$ cat src/rtl/reqack_arbiter.sv
// -----------------------------------------------------------------------------
// reqack_arbiter
//
// Purpose:
//   N:1 arbiter for a 4-phase request/acknowledge handshake. NREQ upstream
//   requesters share one downstream req/ack channel. The arbiter picks one
//   eligible requester, captures its data, and runs the full downstream
//   handshake. It then finishes the upstream handshake (return-to-zero)
//   before it arbitrates again. All outputs are registered. Everything is
//   synchronous to clk.
//
// Configuration macro:
//   REQACK_ARB_FIXED_PRIO_EN - when defined, the lowest eligible index always
//                              wins and no round-robin pointer is built.
//                              When undefined (default), arbitration is round
//                              robin: the search starts just above the last
//                              winner.
//
// Ports:
//   clk      in   1            rising-edge clock
//   rst_n    in   1            synchronous reset, active low
//   req      in   NREQ         per-requester request
//   ack      out  NREQ         per-requester acknowledge
//   i_dat    in   NREQ*DWIDTH  requester k data at [k*DWIDTH +: DWIDTH]
//   req_nxt  out  1            downstream request
//   ack_nxt  in   1            downstream acknowledge
//   o_dat    out  DWIDTH       downstream data, valid while req_nxt=1
//   grant    out  NREQ         one-hot channel owner, zero when idle
//   busy     out  1            high in any state other than IDLE
// -----------------------------------------------------------------------------
module reqack_arbiter #(
    parameter int NREQ   = 4,
    parameter int DWIDTH = 8
) (
    input  logic                   clk,
    input  logic                   rst_n,
    input  logic [NREQ-1:0]        req,
    output logic [NREQ-1:0]        ack,
    input  logic [NREQ*DWIDTH-1:0] i_dat,
    output logic                   req_nxt,
    input  logic                   ack_nxt,
    output logic [DWIDTH-1:0]      o_dat,
    output logic [NREQ-1:0]        grant,
    output logic                   busy
);

    localparam int PTR_W = (NREQ > 1) ? $clog2(NREQ) : 1;

    typedef enum logic [1:0] {
        S_IDLE = 2'd0,
        S_REQ  = 2'd1,
        S_RTZ  = 2'd2
    } state_t;

    state_t            state_q, state_d;
    logic              req_nxt_q, req_nxt_d;
    logic [NREQ-1:0]   ack_q, ack_d;
    logic [NREQ-1:0]   grant_q, grant_d;
    logic              busy_q, busy_d;
    logic [DWIDTH-1:0] o_dat_q;

    logic [NREQ-1:0]   elig;
    logic              win_found;
    logic [PTR_W-1:0]  win_idx;
    logic [DWIDTH-1:0] dat_arr [NREQ];

    // Unpack the flat data bus so the winner's word can be picked by index.
    for (genvar gi = 0; gi < NREQ; gi++) begin : g_dat_unpack
        assign dat_arr[gi] = i_dat[gi*DWIDTH +: DWIDTH];
    end

    // A requester that still sees its own ack high is finishing its
    // return-to-zero and must not be picked again yet.
    assign elig = req & ~ack_q;

`ifdef REQACK_ARB_FIXED_PRIO_EN
    // Scanning from the top down leaves the lowest eligible index as winner.
    always_comb begin
        win_found = 1'b0;
        win_idx   = '0;
        for (int i = NREQ - 1; i >= 0; i--) begin
            if (elig[i]) begin
                win_found = 1'b1;
                win_idx   = PTR_W'(i);
            end
        end
    end
`else
    logic [PTR_W-1:0] ptr_q, ptr_d;

    // Search starts one above the last winner and wraps. i = NREQ is the
    // last winner itself, so a lone requester can win again.
    always_comb begin
        win_found = 1'b0;
        win_idx   = '0;
        for (int i = 1; i <= NREQ; i++) begin
            if (!win_found && elig[(int'(ptr_q) + i) % NREQ]) begin
                win_found = 1'b1;
                win_idx   = PTR_W'((int'(ptr_q) + i) % NREQ);
            end
        end
    end

    always_comb begin
        ptr_d = ptr_q;
        if (state_q == S_IDLE && win_found) begin
            ptr_d = win_idx;
        end
    end

    always_ff @(posedge clk) begin
        if (!rst_n) begin
            ptr_q <= PTR_W'(NREQ - 1);
        end else begin
            ptr_q <= ptr_d;
        end
    end
`endif

    // Next-state and registered-output logic.
    always_comb begin
        state_d   = state_q;
        req_nxt_d = req_nxt_q;
        ack_d     = ack_q;
        grant_d   = grant_q;
        busy_d    = busy_q;
        unique case (state_q)
            S_IDLE: begin
                if (win_found) begin
                    state_d   = S_REQ;
                    req_nxt_d = 1'b1;
                    grant_d   = NREQ'(1) << win_idx;
                    busy_d    = 1'b1;
                end
            end
            S_REQ: begin
                if (ack_nxt) begin
                    state_d   = S_RTZ;
                    req_nxt_d = 1'b0;
                    ack_d     = grant_q;
                end
            end
            S_RTZ: begin
                // Both sides must have returned to zero, in either order.
                if (!ack_nxt && !(|(req & grant_q))) begin
                    state_d = S_IDLE;
                    ack_d   = '0;
                    grant_d = '0;
                    busy_d  = 1'b0;
                end
            end
            default: begin
                state_d   = S_IDLE;
                req_nxt_d = 1'b0;
                ack_d     = '0;
                grant_d   = '0;
                busy_d    = 1'b0;
            end
        endcase
    end

    always_ff @(posedge clk) begin
        if (!rst_n) begin
            state_q   <= S_IDLE;
            req_nxt_q <= 1'b0;
            ack_q     <= '0;
            grant_q   <= '0;
            busy_q    <= 1'b0;
        end else begin
            state_q   <= state_d;
            req_nxt_q <= req_nxt_d;
            ack_q     <= ack_d;
            grant_q   <= grant_d;
            busy_q    <= busy_d;
        end
    end

    // Data is captured only on a grant and then held, so upstream may change
    // its bus once acknowledged without disturbing the downstream word.
    always_ff @(posedge clk) begin
        if (rst_n && state_q == S_IDLE && win_found) begin
            o_dat_q <= dat_arr[win_idx];
        end
    end

    assign req_nxt = req_nxt_q;
    assign ack     = ack_q;
    assign grant   = grant_q;
    assign busy    = busy_q;
    assign o_dat   = o_dat_q;

    // Protocol checks and internal invariants (simulation only).
    a_req_held: assert property (@(posedge clk) disable iff (!rst_n)
        (state_q == S_REQ) |-> (|(req & grant_q)))
        else $error("requester dropped req while its request was outstanding");

    a_ack_nxt_idle: assert property (@(posedge clk) disable iff (!rst_n)
        (state_q == S_IDLE) |-> !ack_nxt)
        else $error("ack_nxt high while idle");

    a_ack_rtz: assert property (@(posedge clk) disable iff (!rst_n)
        $onehot0(ack_q) && ((ack_q == '0) || (state_q == S_RTZ)))
        else $error("ack not one-hot-or-zero or high outside RTZ");

    a_grant_oh: assert property (@(posedge clk) disable iff (!rst_n)
        $onehot0(grant_q))
        else $error("grant not one-hot-or-zero");

    a_req_nxt_req: assert property (@(posedge clk) disable iff (!rst_n)
        req_nxt_q |-> (state_q == S_REQ))
        else $error("req_nxt high outside REQ");

endmodule

$ cat config.mk
export PLATFORM = sky130hd
export DESIGN_NAME = reqack_arbiter
export DESIGN_NICKNAME = d
export VERILOG_FILES = /design/src/rtl/reqack_arbiter.sv
export SDC_FILE = /design/constraint.sdc
export NUM_CORES = 1
export LEC_CHECK = 0
export BUFFER_PORTS_ARGS = -buffer_cell sky130_fd_sc_hd__buf_2
export CAP_MARGIN = 20
export CELL_PAD_IN_SITES_DETAIL_PLACEMENT = 2
export CELL_PAD_IN_SITES_GLOBAL_PLACEMENT = 2
export CORE_MARGIN = 2
export CORE_UTILIZATION = 30
export DETAILED_ROUTE_END_ITERATION = 8
export GPL_TIMING_DRIVEN = 0
export PLACE_DENSITY_LB_ADDON = 0.1
export RECOVER_POWER = 100
export SETUP_SLACK_MARGIN = 0.2
export SYNTH_ARGS = -nofsm -noshare
export SYNTH_HDL_FRONTEND = slang
export SYNTH_SLANG_ARGS = --single-unit
$ cat constraint.sdc
create_clock -name clk -period 3.9 [get_ports clk]
set_input_delay 0.195 -clock clk [delete_from_list [all_inputs] [get_ports clk]]
set_output_delay 0.195 -clock clk [all_outputs]
set_load 0.03 [all_outputs]
==> results.cfg <==
[logic_synthesis]
yosysSeqAreaShare_pct = 39.7
syn_inst = 124
synth_top_area_cell = dfxtp_1
ys_seq_elements = 22
synth_cell_types = 39
synth_warnings = 0
yosysTopAreaCellShare_pct = 21.4
syn_area_per_cell_um2 = 10.6
synth.area.top_cells = dfxtp_1 21%, mux2i_1 19%, edfxtp_1 18%
synth_fp_nets = 163
netlist_area_mm2 = 0.00131

[status]
status = finished clean

[clock_network]
cts_setup_buffers = 0
clkLatencyLatePin_ps = 280
cts_root_buf = clkbuf_8
cts.path.max_buffers = 2
numCtsBuffers = 3
htreeDepth = 1
cts.sinks = 22
ctsResizeCount = 0
cts_tree = built
clkTransAtPathRegs_ps = 80
cts_hold_buf = 0

[routing]
vias_per_cell = 5.21
drc = 0
first_iter_violations = 57
ant_nets = 0
detail_route.wirelength_mm = 3.99
drtPass1Iterations = 4
wl_per_cell_um = 17.0
vias = 1224

[power]
powerDensity_mw_per_mm2 = 412
total_power_mw = 0.665
p_leak_nw = 0.709
ir_drop_mv = 0.122

[timing]
slew_violations = 0
finalWorstSetupSlack_ps = 1500
grt_setup_unrepaired = false
setup-violations-final = 0
slew_headroom_pct = 32.9
fmax_ghz = 0.417
tightest_slew_ps = 994
fin_crit_sh_pct = 61.5
finClkSkew_ps = 2.49
period_needed_ps = 2400
fin_setup_tns_ps = 0
hold_viol_final = 0
hold-worst-slack_ps = 161

[critical_path]
path_cells = and2b_4 > o41ai_1 > o21ai_0 > nor2_1 > o21a_1
cp-start-kind = flop
cp_max_fo = 5
slowest_delay_ps = 860
crit_required_ps = 4130
critPathCaptureType = flop
critPathSlowestCell = o41ai_1
path_class = flop to flop
arrival_ps = 2630

[place]
dp_hpwl_mm = 3.12
gp_congestion = 0.725
dp_cells = 231
dp_slack_ps = 1870
post_dp_cell_area_mm2 = 0.00165
port_buffers = 55

[global_route]
grt_overflow = 0
grt_pass1_vias = 1367
antenna_found_initial = 0
grt_pass1_wl_mm = 6.69
grt_max_degree = 13
grt_usage_pct = 17.5

[cells_and_area]
syn2layout_area_growth_pct = 23.1
fin_area_mm2 = 0.00162
drive_above_1_share_pct = 27.3
fin_nets = 223
fill_cells = 497
n_antenna_cell = 0
fin_cells = 235
finalCoreUtilization_pct = 37.6

[die]
initial_utilization_pct = 30.6
die_y_um = 70.1
die-area_mm2 = 0.00492
rows = 24
die_x_um = 70.1
ios = 57
coreArea_mm2 = 0.00429

[job]
maxCapViolations = 0

[min_path]
hold_class = input pin to flop
layout by cell type (no fill, tap or decap), drive strengths merged, types with 2 or more instances in the layout:
master and instances:
mux2i 25, o22ai 2, buf 40, nor2 9
o211ai 2, nor2b 4, a211o 3, clkbuf 24
and2b 2, nand2b 3, nand2 12, nand4 4
edfxtp 8, o21ai 6, nand3 4, a21oi 5
inv 3, dfxtp 14
power breakdown:
group,internal (mW),switching (mW),total [mW]
registers,0.267,0.0161,0.283
logic,0.0893,0.139,0.228
clock network,0.0708,0.0836,0.154
total,0.427,0.239,0.665
metal layers:
layer	track usage [%]	vias up	part of all wire, %
met2	31.6	30	53
met3	3.03	5	3.7
met1	20.3	608	42
li1	-	581	-
met4	7.05	0	1.7
met5	0	-	0
area by class of cell:
| class | count | area (µm²) | share of cell area (%) |
|---|---|---|---|
| inverters | 3 | 11.3 | 0.697 |
| plain buffers | 6 | 38.8 | 2.40 |
| multi-input cells | 93 | 682 | 42.2 |
| clock inverters | 1 | 3.75 | 0.232 |
| clock buffers | 3 | 41.3 | 2.56 |
| repair buffers | 55 | 253 | 15.6 |
| flip-flops and latches | 22 | 520 | 32.2 |
| well taps | 52 | 65.1 | 4.03 |
kinds of logic after synthesis:
family | Yosys count | synth area share [%]
AND/OR/NAND/NOR | 42 | 19.7
AO/OA/AOI/OAI | 26 | 17.2
multiplexers | 25 | 19.1
flip-flops | 22 | 39.7
buffers and inverters | 9 | 4.38
worst max-delay path: cells and delay by family, from the launching register on:
family / cells / cell delay [ps]
AO/OA/AOI/OAI: 3 / 1550
flip-flops: 1 / 370
AND/OR/NAND/NOR: 2 / 420
synth_stat cells (all sizes together):
master,instances
nor2,9
o2111ai,1
nor4,1
nand3,4
a31o,1
dfxtp,14
a222oi,1
a211o,3
o32ai,1
nor3,1
o211ai,2
nand2,12
edfxtp,8
buf,4
a2111oi,1
mux2i,25
a21oi,5
nand4,4
and2b,2
inv,3
o21ai,6
clkbuf,2
o22ai,2
nand2b,3
or2b,1
and2,1
o41ai,1
o21a,1
a211oi,1
nor2b,4
final timing paths:
| check | from | end | slack [ps] | cells after the start |
|---|---|---|---|---|
| worst max-delay path | ack[1] | grant[2] | 1500 | 5 |
| worst min-delay path | ack_nxt | state_q[0] | 160 | 2 |
| worst max register to register | ack[1] | grant[2] | 1500 | 5 |
| worst min register to register | busy | busy | 480 | 2 |
registers in the layout (all words and copies together) (netlist names):
register	count
o_dat	8
ack	4
grant	4
ptr_q	2
state_q	2
busy	1
req_nxt	1
Power figures use the tool's default switching activity.
